==> src/rtl/apb_pkg.sv <==
// rtl/apb_pkg.sv - shared APB requester types: FSM state encoding, address alignment, write command record
package apb_pkg;

    typedef enum logic [1:0] {
        APB_IDLE   = 2'd0,
        APB_SETUP  = 2'd1,
        APB_ACCESS = 2'd2
    } apb_state_e;

    // APB transfers are word sized; address bits below this are forced to zero.
    localparam int APB_ADDR_LSB = 2;

    localparam int APB_CMD_ADDR_W = 32;
    localparam int APB_CMD_DATA_W = 32;

    typedef struct packed {
        logic [APB_CMD_ADDR_W-1:0] addr;
        logic [APB_CMD_DATA_W-1:0] wdata;
    } apb_wr_cmd_t;

endpackage

==> src/rtl/apb_timeout_cnt.sv <==
// rtl/apb_timeout_cnt.sv - wait-state counter that flags an ACCESS phase stalled for TIMEOUT cycles
//
// Ports:
//   PCLK, PRESETn : clock, asynchronous active-low reset
//   clr           : hold the count at zero (asserted whenever not in ACCESS)
//   en            : count this cycle (ACCESS with PREADY low)
//   expired       : this stalled cycle is the TIMEOUT-th one; combinational
module apb_timeout_cnt #(
    parameter int TIMEOUT = 16
) (
    input  logic PCLK,
    input  logic PRESETn,
    input  logic clr,
    input  logic en,
    output logic expired
);

    localparam int CW = (TIMEOUT > 0) ? $clog2(TIMEOUT + 1) : 1;
    // The count reaches TIMEOUT at the end of the stalled cycle where it holds TIMEOUT-1.
    localparam logic [CW-1:0] LAST = CW'((TIMEOUT > 0) ? TIMEOUT - 1 : 0);

    logic [CW-1:0] cnt;

    always_ff @(posedge PCLK or negedge PRESETn) begin
        if (!PRESETn) begin
            cnt <= '0;
        end else if (clr) begin
            cnt <= '0;
        end else if (en && (TIMEOUT > 0)) begin
            cnt <= cnt + CW'(1);
        end
    end

    assign expired = (TIMEOUT > 0) && en && (cnt == LAST);

endmodule

==> src/rtl/apb_write_master.sv <==
// rtl/apb_write_master.sv - APB3 write requester: one valid/ready command in, one APB write and one response out
//
// Ports:
//   PCLK, PRESETn           : APB clock, asynchronous active-low reset
//   cmd_valid/cmd_ready     : command handshake; cmd_addr (byte address), cmd_wdata
//   rsp_valid               : one-cycle completion pulse
//   rsp_err, rsp_timeout    : completion status, held until the next completion
//   busy                    : a transfer is in SETUP or ACCESS
//   PSEL..PWDATA            : registered APB requester outputs
//   PREADY, PSLVERR         : completer handshake, only looked at in ACCESS
module apb_write_master
    import apb_pkg::*;
#(
    parameter int ADDR_W  = 32,
    parameter int DATA_W  = 32,
    parameter int TIMEOUT = 16
) (
    input  logic              PCLK,
    input  logic              PRESETn,
    input  logic              cmd_valid,
    output logic              cmd_ready,
    input  logic [ADDR_W-1:0] cmd_addr,
    input  logic [DATA_W-1:0] cmd_wdata,
    output logic              rsp_valid,
    output logic              rsp_err,
    output logic              rsp_timeout,
    output logic              busy,
    output logic              PSEL,
    output logic              PENABLE,
    output logic              PWRITE,
    output logic [ADDR_W-1:0] PADDR,
    output logic [DATA_W-1:0] PWDATA,
    input  logic              PREADY,
    input  logic              PSLVERR
);

    localparam logic [ADDR_W-1:0] ADDR_MASK = ~ADDR_W'((1 << APB_ADDR_LSB) - 1);

    apb_state_e state;
    logic       tmo_expired;

    // Ready in the completion cycle too, so a waiting command goes straight to SETUP.
    assign cmd_ready = (state == APB_IDLE) || ((state == APB_ACCESS) && PREADY);
    assign busy      = (state != APB_IDLE);

    apb_timeout_cnt #(
        .TIMEOUT (TIMEOUT)
    ) u_timeout_cnt (
        .PCLK    (PCLK),
        .PRESETn (PRESETn),
        .clr     (state != APB_ACCESS),
        .en      ((state == APB_ACCESS) && !PREADY),
        .expired (tmo_expired)
    );

    always_ff @(posedge PCLK or negedge PRESETn) begin
        if (!PRESETn) begin
            state       <= APB_IDLE;
            PSEL        <= 1'b0;
            PENABLE     <= 1'b0;
            PWRITE      <= 1'b0;
            PADDR       <= '0;
            PWDATA      <= '0;
            rsp_valid   <= 1'b0;
            rsp_err     <= 1'b0;
            rsp_timeout <= 1'b0;
        end else begin
            rsp_valid <= 1'b0;
            case (state)
                APB_IDLE: begin
                    if (cmd_valid) begin
                        PADDR   <= cmd_addr & ADDR_MASK;
                        PWDATA  <= cmd_wdata;
                        PSEL    <= 1'b1;
                        PENABLE <= 1'b0;
                        PWRITE  <= 1'b1;
                        state   <= APB_SETUP;
                    end
                end
                APB_SETUP: begin
                    PENABLE <= 1'b1;
                    state   <= APB_ACCESS;
                end
                APB_ACCESS: begin
                    // PREADY is tested first so a completion on the last allowed cycle wins.
                    if (PREADY) begin
                        rsp_valid   <= 1'b1;
                        rsp_err     <= PSLVERR;
                        rsp_timeout <= 1'b0;
                        if (cmd_valid) begin
                            PADDR   <= cmd_addr & ADDR_MASK;
                            PWDATA  <= cmd_wdata;
                            PENABLE <= 1'b0;
                            state   <= APB_SETUP;
                        end else begin
                            PSEL    <= 1'b0;
                            PENABLE <= 1'b0;
                            PWRITE  <= 1'b0;
                            state   <= APB_IDLE;
                        end
                    end else if (tmo_expired) begin
                        rsp_valid   <= 1'b1;
                        rsp_err     <= 1'b1;
                        rsp_timeout <= 1'b1;
                        PSEL        <= 1'b0;
                        PENABLE     <= 1'b0;
                        PWRITE      <= 1'b0;
                        state       <= APB_IDLE;
                    end
                end
                default: begin
                    PSEL    <= 1'b0;
                    PENABLE <= 1'b0;
                    PWRITE  <= 1'b0;
                    state   <= APB_IDLE;
                end
            endcase
        end
    end

endmodule

==> config.mk <==
export PLATFORM = sky130hd
export DESIGN_NAME = apb_write_master
export DESIGN_NICKNAME = d
export VERILOG_FILES = /design/src/rtl/apb_pkg.sv /design/src/rtl/apb_timeout_cnt.sv /design/src/rtl/apb_write_master.sv
export SDC_FILE = /design/constraint.sdc
export NUM_CORES = 1
export LEC_CHECK = 0
export CORE_UTILIZATION = 25
export CTS_BUF_LIST = sky130_fd_sc_hd__clkbuf_16
export DETAILED_ROUTE_END_ITERATION = 8
export GPL_ROUTABILITY_DRIVEN = 1
export PLACE_DENSITY_LB_ADDON = 0.12
export SYNTH_ARGS = -nofsm -noshare
export SYNTH_HDL_FRONTEND = slang
export SYNTH_SLANG_ARGS = --single-unit
==> constraint.sdc <==
create_clock -name PCLK -period 1.5 [get_ports PCLK]
set_clock_uncertainty 0.1 [all_clocks]
set_input_delay 0.15 -clock PCLK [delete_from_list [all_inputs] [get_ports PCLK]]
set_output_delay 0.15 -clock PCLK [all_outputs]
set_load 0.05 [all_outputs]
; Yosys cells after proc, flatten, opt, wreduce, memory -nomap -nowiden
; Cells that the tools add are included.
[totals]
regBits = 76
inputBits = 69
output_inout_bits = 72
elab_cells = 60
[classes]
add_sub_neg = 1
n_eq_ne = 8
mux = 27
bitwise_logic = 1
n_reduce_logical = 14
[ops]
columns = cell, n
row1 = $mux 32, 4
row2 = $pmux 32 s2, 2
row3 = $mux 1, 13
row4 = $mux 5, 2
row5 = $reduce_bool 2->1, 4
row6 = $mux 2, 3
row7 = $ne 2x2->1 const B, 3
row8 = $ne 3x3->1 const B, 2
row9 = $pmux 1 s3, 2
row10 = $pmux 2 s3, 1
row11 = $reduce_and 2->1, 3
row12 = $add 5x1->5 const B, 1
row13 = $eq 5x4->1 const B, 1
row14 = $reduce_and 4->1, 1
row15 = $logic_and 1x1->1, 3
row16 = $eq 2x1->1 const B, 1
row17 = $eq 2x2->1 const B, 1
row18 = $logic_not 2->1, 1
row19 = $logic_not 1->1, 1
row20 = $logic_or 1x1->1, 1
row21 = $not 1->1, 1

; Logic depth before layout (Yosys ltp)
[logic_depth]
ltp_word = 6
ltp_mapped = 6
depth_no_buf = 6

; Hierarchy
; A second synthesis with hierarchy kept.
[unflattened]
cells_unflattened = 185
hier_area_um2 = 3174.3
[by_module_without_submodules]
columns = module, n_inst, cells_each, area_per_inst_um2, seq_area_each_um2
row1 = apb_write_master, 1, 161, 2889.0, 1701.6
row2 = apb_timeout_cnt, 1, 24, 285.3, 125.1

; Worst setup path before layout
; Ideal clock, no wire load.
[synth_timing]
path_kind = register -> register
from = register PENABLE (netlist name)
to = register PADDR[10]
setup_time_ns = 0.125
arrival_ns = 1.602
required_ns = 1.275
path_slack_ns = -0.327
path_stages_with_launch = 6
n_path_buf = 2
synth_period_minus_slack_ns = 1.827
path_cell_list = dfrtp_1 -> nor2b_4 -> nor3b_2 -> buf_6 -> buf_12 -> mux2_4
[synth_lines]
columns = element, line_no
row1 = "end signal, assigned", apb_write_master.sv:72  ; PADDR <= cmd_addr & ADDR_MASK;
row2 = "end signal, assigned", apb_write_master.sv:91  ; PADDR <= cmd_addr & ADDR_MASK;
row3 = "end, declared", apb_write_master.sv:31  ; output logic [ADDR_W-1:0] PADDR,

==> results <==
- The highest-delay cell along the critical path is dfrtp_2.
- The initial antenna violation count is 0.
- Dividing the final minimum period by the clock period gives 107%.
- The mean instance size in the synthesized netlist is 17.1 um^2.
- The count of different cell masters after synthesis is 26.
- Routability-driven placement finished with a final weighted congestion of 0.705.
- The critical setup path kind is register to register.
- The synthesized flop and latch total is 73.
- The worst setup margin is -112 ps.
- The max-slew violation count was 0.
- The placed standard-cell area is 4640 um^2.
- The startpoint type of the worst setup path is a register.
- IR analysis of the VDD net gives a maximum drop of 683 uV.
- The leading cell type in the layout, fill and taps excluded is buf_4.
- The area added between synthesis and finish is 61.4%.
- In this run, CTS created clock tree buffers numbering 9.
- From bottom edge to top edge, the die measures 114 um.
- The first-pass GRT wire length is 10700 um.
- The areal power density over the cells is approximately 1700 nW/um^2.
- After clock tree synthesis, the clock-pin slew on the worst setup and hold paths is around 60 ps.
- The worst path in the final design needs a cycle of 1610 ps, including I/O delays and setup.
- In this run the worst hold path is classified as primary input to asynchronous set/reset pin.
- The number of flops mapped to enable cells by yosys is 0.
- The total area inside the core boundary comes to 12100 um^2.
- TritonCTS built the clock tree.
- The analysis attributes to cell leakage a power of 2.36 nW.
- The top-level port count is 141.
- The clock reaches the later pin of the worst-skew pair after between 300 and 400 ps.
- By area the synthesized netlist is led by dfrtp_1, mux2_4, buf_12.
- The setup TNS after final layout is -5790 ps.
- The data arrival time of the critical path is around 1700 ps.
- The maximum net fanout on the critical path is 11.
- After synthesis the cells add up to 3140 um^2.
- The via-per-instance ratio is about 3.9.
- In the final routed layout, each cell accounts on average for 13.7 um.
- The run finished, with violations left.
- For this run, the slowest stage of the critical path takes ~400 ps.
- The via count of the first global-routing pass is 2063.
- After floorplanning, the core was divided into 40 placement rows.
- Based on the critical path, the design can be clocked at up to 620 MHz.
- The top cell types in the final layout, fill and taps aside, are buf_4, dfrtp_1, clkdlybuf4s50_1.
- The critical path goes through nor2b_4 > nor3b_4 > buf_4 > clkbuf_16 > mux2_4.
- The final-report setup violation count is 64.
- The post-synthesis instance total is 183.
- The final reports fail on negative setup slack.
- Once layout is done, the placed cells without fillers occupy 5060 um^2.
- The total overflow left after global routing is 0.
- Summed over all instances, the cell type with the most area after synthesis is dfrtp_1.
- The total iterations of the first detailed-routing run is 4.
- The final routed wirelength across all metal layers is 7030 um.
- Of the cells placed in the final design, the portion with a size suffix greater than 1 is between 50% and 60%.
- The number of inserted diodes is 0.
- The full die area is between 10000 and 15000 um^2.
- STA classifies the critical path endpoint as a register.
- The half-perimeter wire length of the detailed placement result is between 4000 and 5000 um.
- The tool flagged a number of max-cap violations equal to 0.
- The final hold violation count is 0.
- Once the floorplan was initialized, standard cells occupied 25.9% of the core.
- In the routed design, unresolved DRC markers number 0.
- The placed cell count is approximately 490.
- The floorplan die width is 114 um.
- Data on the critical path is required at its endpoint by 1610 ps.
- In this run the clock root is driven by a clkbuf_16.
- The layout net count is 412.
- The top flip-flop cell by instance count after synthesis is dfrtp_1.
- In the synthesized netlist the async set-or-reset flop fraction comes to 100%.
- The share of the synthesized area in the top cell type is between 50 and 60%.
- The post-route non-filler standard cell count is 514.
- Counting the fill cells in the layout gives around 1200.
- Overall power consumption after layout is estimated at 8.84 mW.
- Entering global routing, the biggest net connects 30 pins.
- The detailed router finished its first iteration with 62 violations.
- Buffers placed on the I/O ports in this run total around 140.
- The remaining antenna violation count is 0.
- The buffer levels on the longest clock path is 2.
- The clock sink count is 73.
- Across all layers, the routed design uses between 1500 and 2000 vias.
- The synthesis warning total is 0.
- The maximum level of the CTS H-tree is 3.
- The total track usage is 11.0%.
- Setup repair after global routing could not meet its margin everywhere.
- The sequential area share after synthesis is 58.2%.
synth_stat cells, types with 2 or more instances:
| master | number |
|---|---|
| a21oi_1 | 5 |
| buf_12 | 6 |
| buf_4 | 3 |
| dfrtp_1 | 73 |
| ha_1 | 2 |
| inv_1 | 3 |
| mux2_2 | 3 |
| mux2_4 | 59 |
| nand2_1 | 2 |
| nor2_1 | 9 |
| nor2b_1 | 2 |
| xor2_1 | 2 |
timing repair:
item	CTS	global route
endpoints found under the hold margin	73	0
setup buffers	1	0
pin swaps	2	3
cloned	0	3
hold buffers	1	0
resized for setup	9	5
setup endpoints to repair	66	67
cell type report:
cell class,count,area [um^2],share of cell area [%]
Tap cell,168,210,4.15
Inverter,3,11.3,0.222
Sequential cell,73,1830,36.1
Clock buffer,9,225,4.45
Timing Repair Buffer,157,1530,30.2
Multi-Input combinational cell,97,1200,23.7
Clock inverter,7,55.1,1.09
cell families (layout without fill, tap and decap cells):
kind of cell               Yosys count  in the layout  share of synthesized area, %
buffers and inverters               14            176                          5.42
and+or+nand+nor                     19             19                          3.43
muxes                               63             63                          29.6
adders and majority gates            2              2                         0.798
other                                1              2                         0.120
AOI/OAI and AO/OA                    8              8                          1.52
xor gates and xnor gates             3              3                         0.838
DFF                                 73             73                          58.2
through the flow:
step	hold slack, ps	utilization (%)	setup slack (ps)
2_1_floorplan	-246	-	-215
3_5_place_dp	-24.2	38.3	-363
5_1_grt	173	41.8	-162
6_report	158	41.8	-112
3_3_place_gp	-20.8	38.3	-355
4_1_cts	160	41.1	-140
layer usage:
layer  GRT usage, %  vias to the layer above  wire, um
li1               -                      940         -
met1           13.8                      976      3160
met2           16.7                       74      3300
met3           4.20                        6       487
met4           4.68                        0        89
met5              0                        -         0
state kept, by name, indices dropped and copies added (netlist names):
signal and count:
PADDR 30, PENABLE 1, PWDATA 32, PWRITE 1
rsp_err 1, rsp_timeout 1, rsp_valid 1, state 1
u_timeout_cnt.cnt 5
worst max-delay path: cells and delay by family (launching register included):
family / cells / cell delay (ps)
mux: 1 / 300
simple gates: 2 / 320
buf+inv: 2 / 370
flops: 1 / 400
path summary, 6_finish.rpt:
check | from | endpoint | slack, ps | cells after the start
worst max-delay path | PENABLE | PADDR[30] | -110 | 5
worst min-delay path | PRESETn | rsp_err | 160 | 2
worst max register to register | PENABLE | PADDR[30] | -110 | 5
worst min register to register | PWDATA[25] | PWDATA[25] | 410 | 1
max in group asynchronous | PRESETn | PWDATA[12] | 680 | 3
min in group PCLK | PSLVERR | rsp_err | 330 | 2
power breakdown:
group          internal (mW)  leakage (nW)  total, mW  switching [mW]
clock                   1.26         0.150       2.02           0.768
combinational           1.69          1.34       4.07            2.38
sequential              2.45         0.865       2.74           0.296
total                   5.40          2.36       8.84            3.45
No activity file was read; power rests on OpenSTA's default activity.
